--- src/rtl/uart_prog_loader.sv ---
// uart_prog_loader: UART 8N1 receiver feeding a framed program image into instruction memory.
// Optional trailing XOR checksum byte is enabled with `define LOADER_CHECKSUM_EN.
module uart_prog_loader #(
  parameter int CLK_FREQ_HZ = 100_000_000,
  parameter int BAUD        = 115200,
  parameter int ADDR_W      = 14
) (
  input  logic              clk,
  input  logic              rst,
  input  logic              uart_rx,
  input  logic              start,
  output logic              cpu_hold,
  output logic              we,
  output logic [ADDR_W-1:0] waddr,
  output logic [31:0]       wdata,
  output logic              done,
  output logic              err
);
  localparam int CPB = CLK_FREQ_HZ / BAUD;
  localparam int CW = $clog2(CPB + 1);
  localparam logic [CW-1:0] FULL = CW'(CPB - 1);
  localparam logic [CW-1:0] HALF = CW'(CPB / 2 - 1);
  localparam logic [16:0] MAXW = 17'(1) << ADDR_W;
  typedef enum logic [1:0] {R_IDLE, R_START, R_DATA, R_STOP} rx_t;
  typedef enum logic [2:0] {
    S_IDLE, S_HDR0, S_HDR1, S_DATA,
`ifdef LOADER_CHECKSUM_EN
    S_CSUM,
`endif
    S_DONE, S_ERR
  } st_t;
`ifdef LOADER_CHECKSUM_EN
  localparam st_t FIN = S_CSUM;
`else
  localparam st_t FIN = S_DONE;
`endif
  logic rx_s1_q, rx_s2_q, rx_p_q, start_p_q;
  rx_t rs_q, rs_d;
  logic [CW-1:0] ck_q, ck_d;
  logic [2:0] bit_q, bit_d;
  logic [7:0] sh_q, sh_d;
  logic byte_valid, frame_err;
  st_t st_q, st_d;
  logic [7:0] lo_q, lo_d;
  logic [15:0] rem_q, rem_d, n;
  logic [1:0] bidx_q, bidx_d;
  logic [31:0] wdata_q, wdata_d;
  logic [ADDR_W-1:0] waddr_q, waddr_d;
  logic we_q, we_d, hold_q, hold_d, done_q, done_d, err_q, err_d;
`ifdef LOADER_CHECKSUM_EN
  logic [7:0] csum_q, csum_d;
`endif
  always_comb begin
    rs_d = rs_q;
    ck_d = ck_q + 1'b1;
    bit_d = bit_q;
    sh_d = sh_q;
    byte_valid = 1'b0;
    frame_err = 1'b0;
    case (rs_q)
      R_IDLE: begin
        ck_d = '0;
        if (rx_p_q && !rx_s2_q) rs_d = R_START;
      end
      R_START: if (ck_q == HALF) begin
        ck_d = '0;
        bit_d = '0;
        rs_d = rx_s2_q ? R_IDLE : R_DATA;
      end
      R_DATA: if (ck_q == FULL) begin
        ck_d = '0;
        sh_d = {rx_s2_q, sh_q[7:1]};
        bit_d = bit_q + 1'b1;
        if (bit_q == 3'd7) rs_d = R_STOP;
      end
      R_STOP: if (ck_q == FULL) begin
        byte_valid = rx_s2_q;
        frame_err = !rx_s2_q;
        rs_d = R_IDLE;
      end
      default: rs_d = R_IDLE;
    endcase
  end
  always_comb begin
    n = {sh_q, lo_q};
    st_d = st_q;
    lo_d = lo_q;
    rem_d = rem_q;
    bidx_d = bidx_q;
    wdata_d = wdata_q;
    waddr_d = we_q ? waddr_q + 1'b1 : waddr_q;
    we_d = 1'b0;
    hold_d = hold_q;
    done_d = done_q;
    err_d = err_q;
`ifdef LOADER_CHECKSUM_EN
    csum_d = byte_valid ? csum_q ^ sh_q : csum_q;
`endif
    if (start && !start_p_q && !hold_q) begin
      st_d = S_HDR0;
      hold_d = 1'b1;
      done_d = 1'b0;
      err_d = 1'b0;
      waddr_d = '0;
      bidx_d = '0;
`ifdef LOADER_CHECKSUM_EN
      csum_d = '0;
`endif
    end else if (hold_q && frame_err) begin
      st_d = S_ERR;
    end else if (byte_valid) begin
      case (st_q)
        S_HDR0: begin
          lo_d = sh_q;
          st_d = S_HDR1;
        end
        S_HDR1: begin
          rem_d = n;
          st_d = (n == 16'd0) ? FIN : ({1'b0, n} > MAXW) ? S_ERR : S_DATA;
        end
        S_DATA: begin
          wdata_d = {sh_q, wdata_q[31:8]};
          bidx_d = bidx_q + 1'b1;
          if (bidx_q == 2'd3) begin
            we_d = 1'b1;
            rem_d = rem_q - 1'b1;
            if (rem_q == 16'd1) st_d = FIN;
          end
        end
`ifdef LOADER_CHECKSUM_EN
        S_CSUM: st_d = (sh_q == csum_q) ? S_DONE : S_ERR;
`endif
        default: st_d = st_q;
      endcase
    end
    if (st_d == S_DONE && st_q != S_DONE) begin
      hold_d = 1'b0;
      done_d = 1'b1;
    end
    if (st_d == S_ERR && st_q != S_ERR) begin
      hold_d = 1'b0;
      err_d = 1'b1;
    end
  end
  always_ff @(posedge clk or negedge rst) begin
    if (!rst) begin
      rx_s1_q <= 1'b1;
      rx_s2_q <= 1'b1;
      rx_p_q <= 1'b1;
      start_p_q <= 1'b0;
      rs_q <= R_IDLE;
      ck_q <= '0;
      bit_q <= '0;
      sh_q <= '0;
      st_q <= S_IDLE;
      lo_q <= '0;
      rem_q <= '0;
      bidx_q <= '0;
      wdata_q <= '0;
      waddr_q <= '0;
      we_q <= 1'b0;
      hold_q <= 1'b0;
      done_q <= 1'b0;
      err_q <= 1'b0;
`ifdef LOADER_CHECKSUM_EN
      csum_q <= '0;
`endif
    end else begin
      rx_s1_q <= uart_rx;
      rx_s2_q <= rx_s1_q;
      rx_p_q <= rx_s2_q;
      start_p_q <= start;
      rs_q <= rs_d;
      ck_q <= ck_d;
      bit_q <= bit_d;
      sh_q <= sh_d;
      st_q <= st_d;
      lo_q <= lo_d;
      rem_q <= rem_d;
      bidx_q <= bidx_d;
      wdata_q <= wdata_d;
      waddr_q <= waddr_d;
      we_q <= we_d;
      hold_q <= hold_d;
      done_q <= done_d;
      err_q <= err_d;
`ifdef LOADER_CHECKSUM_EN
      csum_q <= csum_d;
`endif
    end
  end
  assign cpu_hold = hold_q;
  assign we = we_q;
  assign waddr = waddr_q;
  assign wdata = wdata_q;
  assign done = done_q;
  assign err = err_q;
endmodule

--- config.mk ---
export PLATFORM = sky130hd
export DESIGN_NAME = uart_prog_loader
export DESIGN_NICKNAME = d
export VERILOG_FILES = /design/src/rtl/uart_prog_loader.sv
export SDC_FILE = /design/constraint.sdc
export NUM_CORES = 1
export LEC_CHECK = 0
export CAP_MARGIN = 20
export CORE_MARGIN = 2
export CORE_UTILIZATION = 45
export DETAILED_ROUTE_END_ITERATION = 10
export DONT_BUFFER_PORTS = 1
export PLACE_DENSITY_LB_ADDON = 0.3
export SETUP_SLACK_MARGIN = 0.15
export SYNTH_ARGS = -nofsm -noshare
export SYNTH_HDL_FRONTEND = slang
export SYNTH_SLANG_ARGS = --single-unit
--- constraint.sdc ---
create_clock -name clk -period 3.4 [get_ports clk]
set_input_delay 0.68 -clock clk [delete_from_list [all_inputs] [get_ports clk]]
set_output_delay 0.68 -clock clk [all_outputs]
set_load 0.05 [all_outputs]
==> results.json <==
{
  "hp-class": "input pin to asynchronous set/reset pin",
  "clk_pin_slew_ps": 80,
  "fin_setup_tns_ps": 0,
  "grt.overflow.total": 0,
  "postCtsHoldBufs": 2,
  "dp_hpwl_um": 6590,
  "cp_num_buf_inv": 1,
  "cts.sinks": 106,
  "period_needed_ps": 2410,
  "p_int_mw": 1.91,
  "placed_area_sq_um": 5310,
  "critical_path_peak_fanout": 32,
  "final_antenna_net_count": 0,
  "grt_setup_unrepaired": "no",
  "setup_viol": 0,
  "rr_worst_depth": 5,
  "comb_power_share": 0.070,
  "seq_area_frac_synth": 0.514,
  "synthCells": 460,
  "path_cells": "and4b_1 > a21oi_2 > nand2_2 > buf_4 > mux2_2",
  "die-area_sq_um": 12400,
  "end_kind": "register",
  "p_clk_frac": 0.388,
  "drv_slew": 0,
  "synth-edff-count": 0,
  "switching_share": 0.277,
  "finClkSkew_ps": 5.02,
  "ys_warn_count": 0,
  "wire_per_inst_um": 16.8,
  "grt_max_degree": 61,
  "r2r_start": "cpu_hold$_DFFE_PN0P_",
  "yosys-top-cells-area": "dfrtp_1 50%, mux2_4 8.7%, mux2_2 3.9%, a21oi_1 3.7%, nor2_1 2.9%",
  "cts_setup_buffers": 0,
  "crit_type": "register to register",
  "syn_area_per_cell_sq_um": 11.2,
  "design_area_sq_um": 5670,
  "initial_core_util": 0.456,
  "yosysMostFrequentCell": "dfrtp_1",
  "grt_first_pass_wirelength_um": 17500,
  "rrSetupSlack_ps": 990,
  "maxCapViolations": 0,
  "cpPeakStageDelay_ps": 690,
  "clockRootBuffer": "clkbuf_16",
  "routed_wl_um": 10200,
  "core_area_sq_um": 11300,
  "peakVddDrop_mv": 0.550,
  "hold_viol_final": 0,
  "die_w_um": 111,
  "first_iter_violations": 236,
  "cts_buffer_depth": 2,
  "antenna_found_initial": 0,
  "synth_top_area_cell": "dfrtp_1",
  "synth_flop_cell": "dfrtp_1",
  "drc": 0,
  "period_share": 0.708,
  "h-tree-depth": 3,
  "antennaDiodeCount": 0,
  "arrival_ps": 2650,
  "port_buffers": 0,
  "layout.nets": 474,
  "slowest_stage": "dfrtp_1",
  "power_density_nw_per_um2": 467,
  "synth_nets": 472,
  "vias": 3513,
  "status": "finished, final reports clean",
  "syn_area_sq_um": 5160,
  "layout-drive-gt1-share": 0.197,
  "syn_to_final_growth_pct": 9.79,
  "avgViaCountPerCell": 5.76,
  "whs_ps": 147,
  "startpoint": "cpu_hold$_DFFE_PN0P_",
  "fillers": 1011,
  "firstDrtPassIters": 4,
  "io_pins": 54,
  "path_depth": 5,
  "cts_tree": "done",
  "p_sw_mw": 0.733,
  "startpoint_type": "register",
  "gp_congestion": 0.836,
  "fmax_mhz": 415,
  "synth_common_cells": "103 x dfrtp_1, 40 x nor2_1, 38 x a21oi_1, 30 x mux2_4, 28 x nand2_1",
  "cts_resized": 0,
  "p_seq_frac": 0.541,
  "synth.distinct_cells": 56,
  "synth_top_area_share": 0.499,
  "crit_end": "wdata[0]$_DFFE_PN0P_",
  "relSlewSlack": 0.419,
  "postSynthRegisterBits": 106,
  "synthArstFlopShare": 1.00,
  "cts-buffers-inserted": 9,
  "cp_top_family": "flip-flops",
  "r2r_end": "wdata[0]$_DFFE_PN0P_",
  "die_h_um": 111,
  "track_usage": 0.174,
  "rows": 39,
  "grt_pass1_vias": 3459,
  "cp.required_ps": 3640,
  "cellLeakagePower_nw": 2.57,
  "worst_pin_slew_ps": 869,
  "insertion_delay_ps": 350
}
cell usage in the layout, fill, tap and decap left out, drive strengths merged, types with 3 or more instances in the layout:
| cell type | Yosys | routed |
|---|---|---|
| inv | 13 | 18 |
| o22ai | 7 | 7 |
| nand4b | 3 | 3 |
| or3 | 6 | 6 |
| dfstp | 3 | 3 |
| xor2 | 9 | 9 |
| o211ai | 3 | 3 |
| buf | 6 | 8 |
| nand2b | 4 | 4 |
| nor3b | 3 | 3 |
| mux2i | 3 | 3 |
| nor2 | 40 | 40 |
| a21oi | 39 | 39 |
| nor2b | 3 | 3 |
| ha | 8 | 8 |
| nand3 | 16 | 16 |
| or4 | 3 | 3 |
| clkbuf | 13 | 9 |
| o21ai | 24 | 24 |
| nand2 | 29 | 29 |
| mux2 | 48 | 48 |
| nand3b | 5 | 5 |
| nand4 | 8 | 8 |
| nor4 | 11 | 11 |
| a22oi | 3 | 3 |
| o31ai | 3 | 3 |
| dfrtp | 103 | 103 |
| or2 | 4 | 4 |
| nor3 | 7 | 7 |
| xnor2 | 8 | 8 |
| a21o | 3 | 3 |
per-layer routing:
metal,up-vias,share of wire,global-route usage,routed length (um)
met5,-,0,0,0
li1,1658,-,-,-
met3,8,0.049,0.0662,504
met2,84,0.49,0.272,4970
met1,1763,0.46,0.229,4670
met4,0,0.0094,0.0453,96
stage by stage:
step	std cells	utilization	worst slack, ps	total power, mW
2_1_floorplan	460	-	1240	1.57
3_3_place_gp	590	0.469	1030	1.61
3_5_place_dp	590	0.469	996	1.61
4_1_cts	608	0.498	982	2.67
5_1_grt	610	0.501	804	2.76
6_report	610	0.501	992	2.65
final cells by class:
| type | instances | area, sq um | share of cell area |
|---|---|---|---|
| clock buffer | 9 | 225 | 0.0397 |
| timing repair buffer | 10 | 113 | 0.0199 |
| tap | 143 | 179 | 0.0316 |
| clock inverter | 7 | 68.8 | 0.0121 |
| multi-input combinational | 322 | 2380 | 0.420 |
| inverter | 13 | 48.8 | 0.00861 |
| sequential | 106 | 2660 | 0.468 |
worst register-to-register path: stages (launching register included):
cell	delay, ps
dfrtp_1	690
and4b_1	480
a21oi_2	150
nand2_2	90
buf_4	460
mux2_2	420
cell families (layout without fill, tap and decap cells):
logic type,Yosys count,after routing,share of synthesized area
AND/OR/NAND/NOR,156,156,0.175
flip-flops,106,106,0.514
AO/OA/AOI/OAI,90,90,0.102
multiplexers,51,51,0.132
buffers and inverters,32,39,0.0283
XOR/XNOR,17,17,0.0288
adder cells (fa/ha/maj),8,8,0.0194
registers in the layout, indices dropped and copies added (netlist names), named ones only:
name / flops
rx_s1_q: 1
sh_q: 8
lo_q: 8
rx_p_q: 1
bit_q: 3
err: 1
rx_s2_q: 1
rs_q: 1
st_q: 3
waddr: 14
rem_q: 16
we: 1
start_p_q: 1
cpu_hold: 1
wdata: 32
done: 1
ck_q: 10
bidx_q: 2
how the worst min path moves through the flow:
stage                            startpoint                    end  slack (ps)  depth (start not counted)
after floorplan           rx_s1_q$_DFF_PN1_      rx_s2_q$_DFF_PN1_         350                          0
after global placement    rx_s1_q$_DFF_PN1_      rx_s2_q$_DFF_PN1_         350                          0
after detailed placement  rx_s1_q$_DFF_PN1_      rx_s2_q$_DFF_PN1_         350                          0
after CTS                               rst  wdata[10]$_DFFE_PN0P_         0.9                          0
after global routing                    rst  wdata[23]$_DFFE_PN0P_         140                          1
final                                   rst  wdata[23]$_DFFE_PN0P_         150                          1
power groups by stage:
stage	clock (mW)	sequential [mW]	combinational, mW
after floorplan	0	1.43	0.137
after global placement	0	1.46	0.151
after detailed placement	0	1.46	0.156
after CTS	1.06	1.43	0.171
after global routing	1.10	1.44	0.216
final	1.03	1.43	0.186
(Power assumes the default switching activity.)
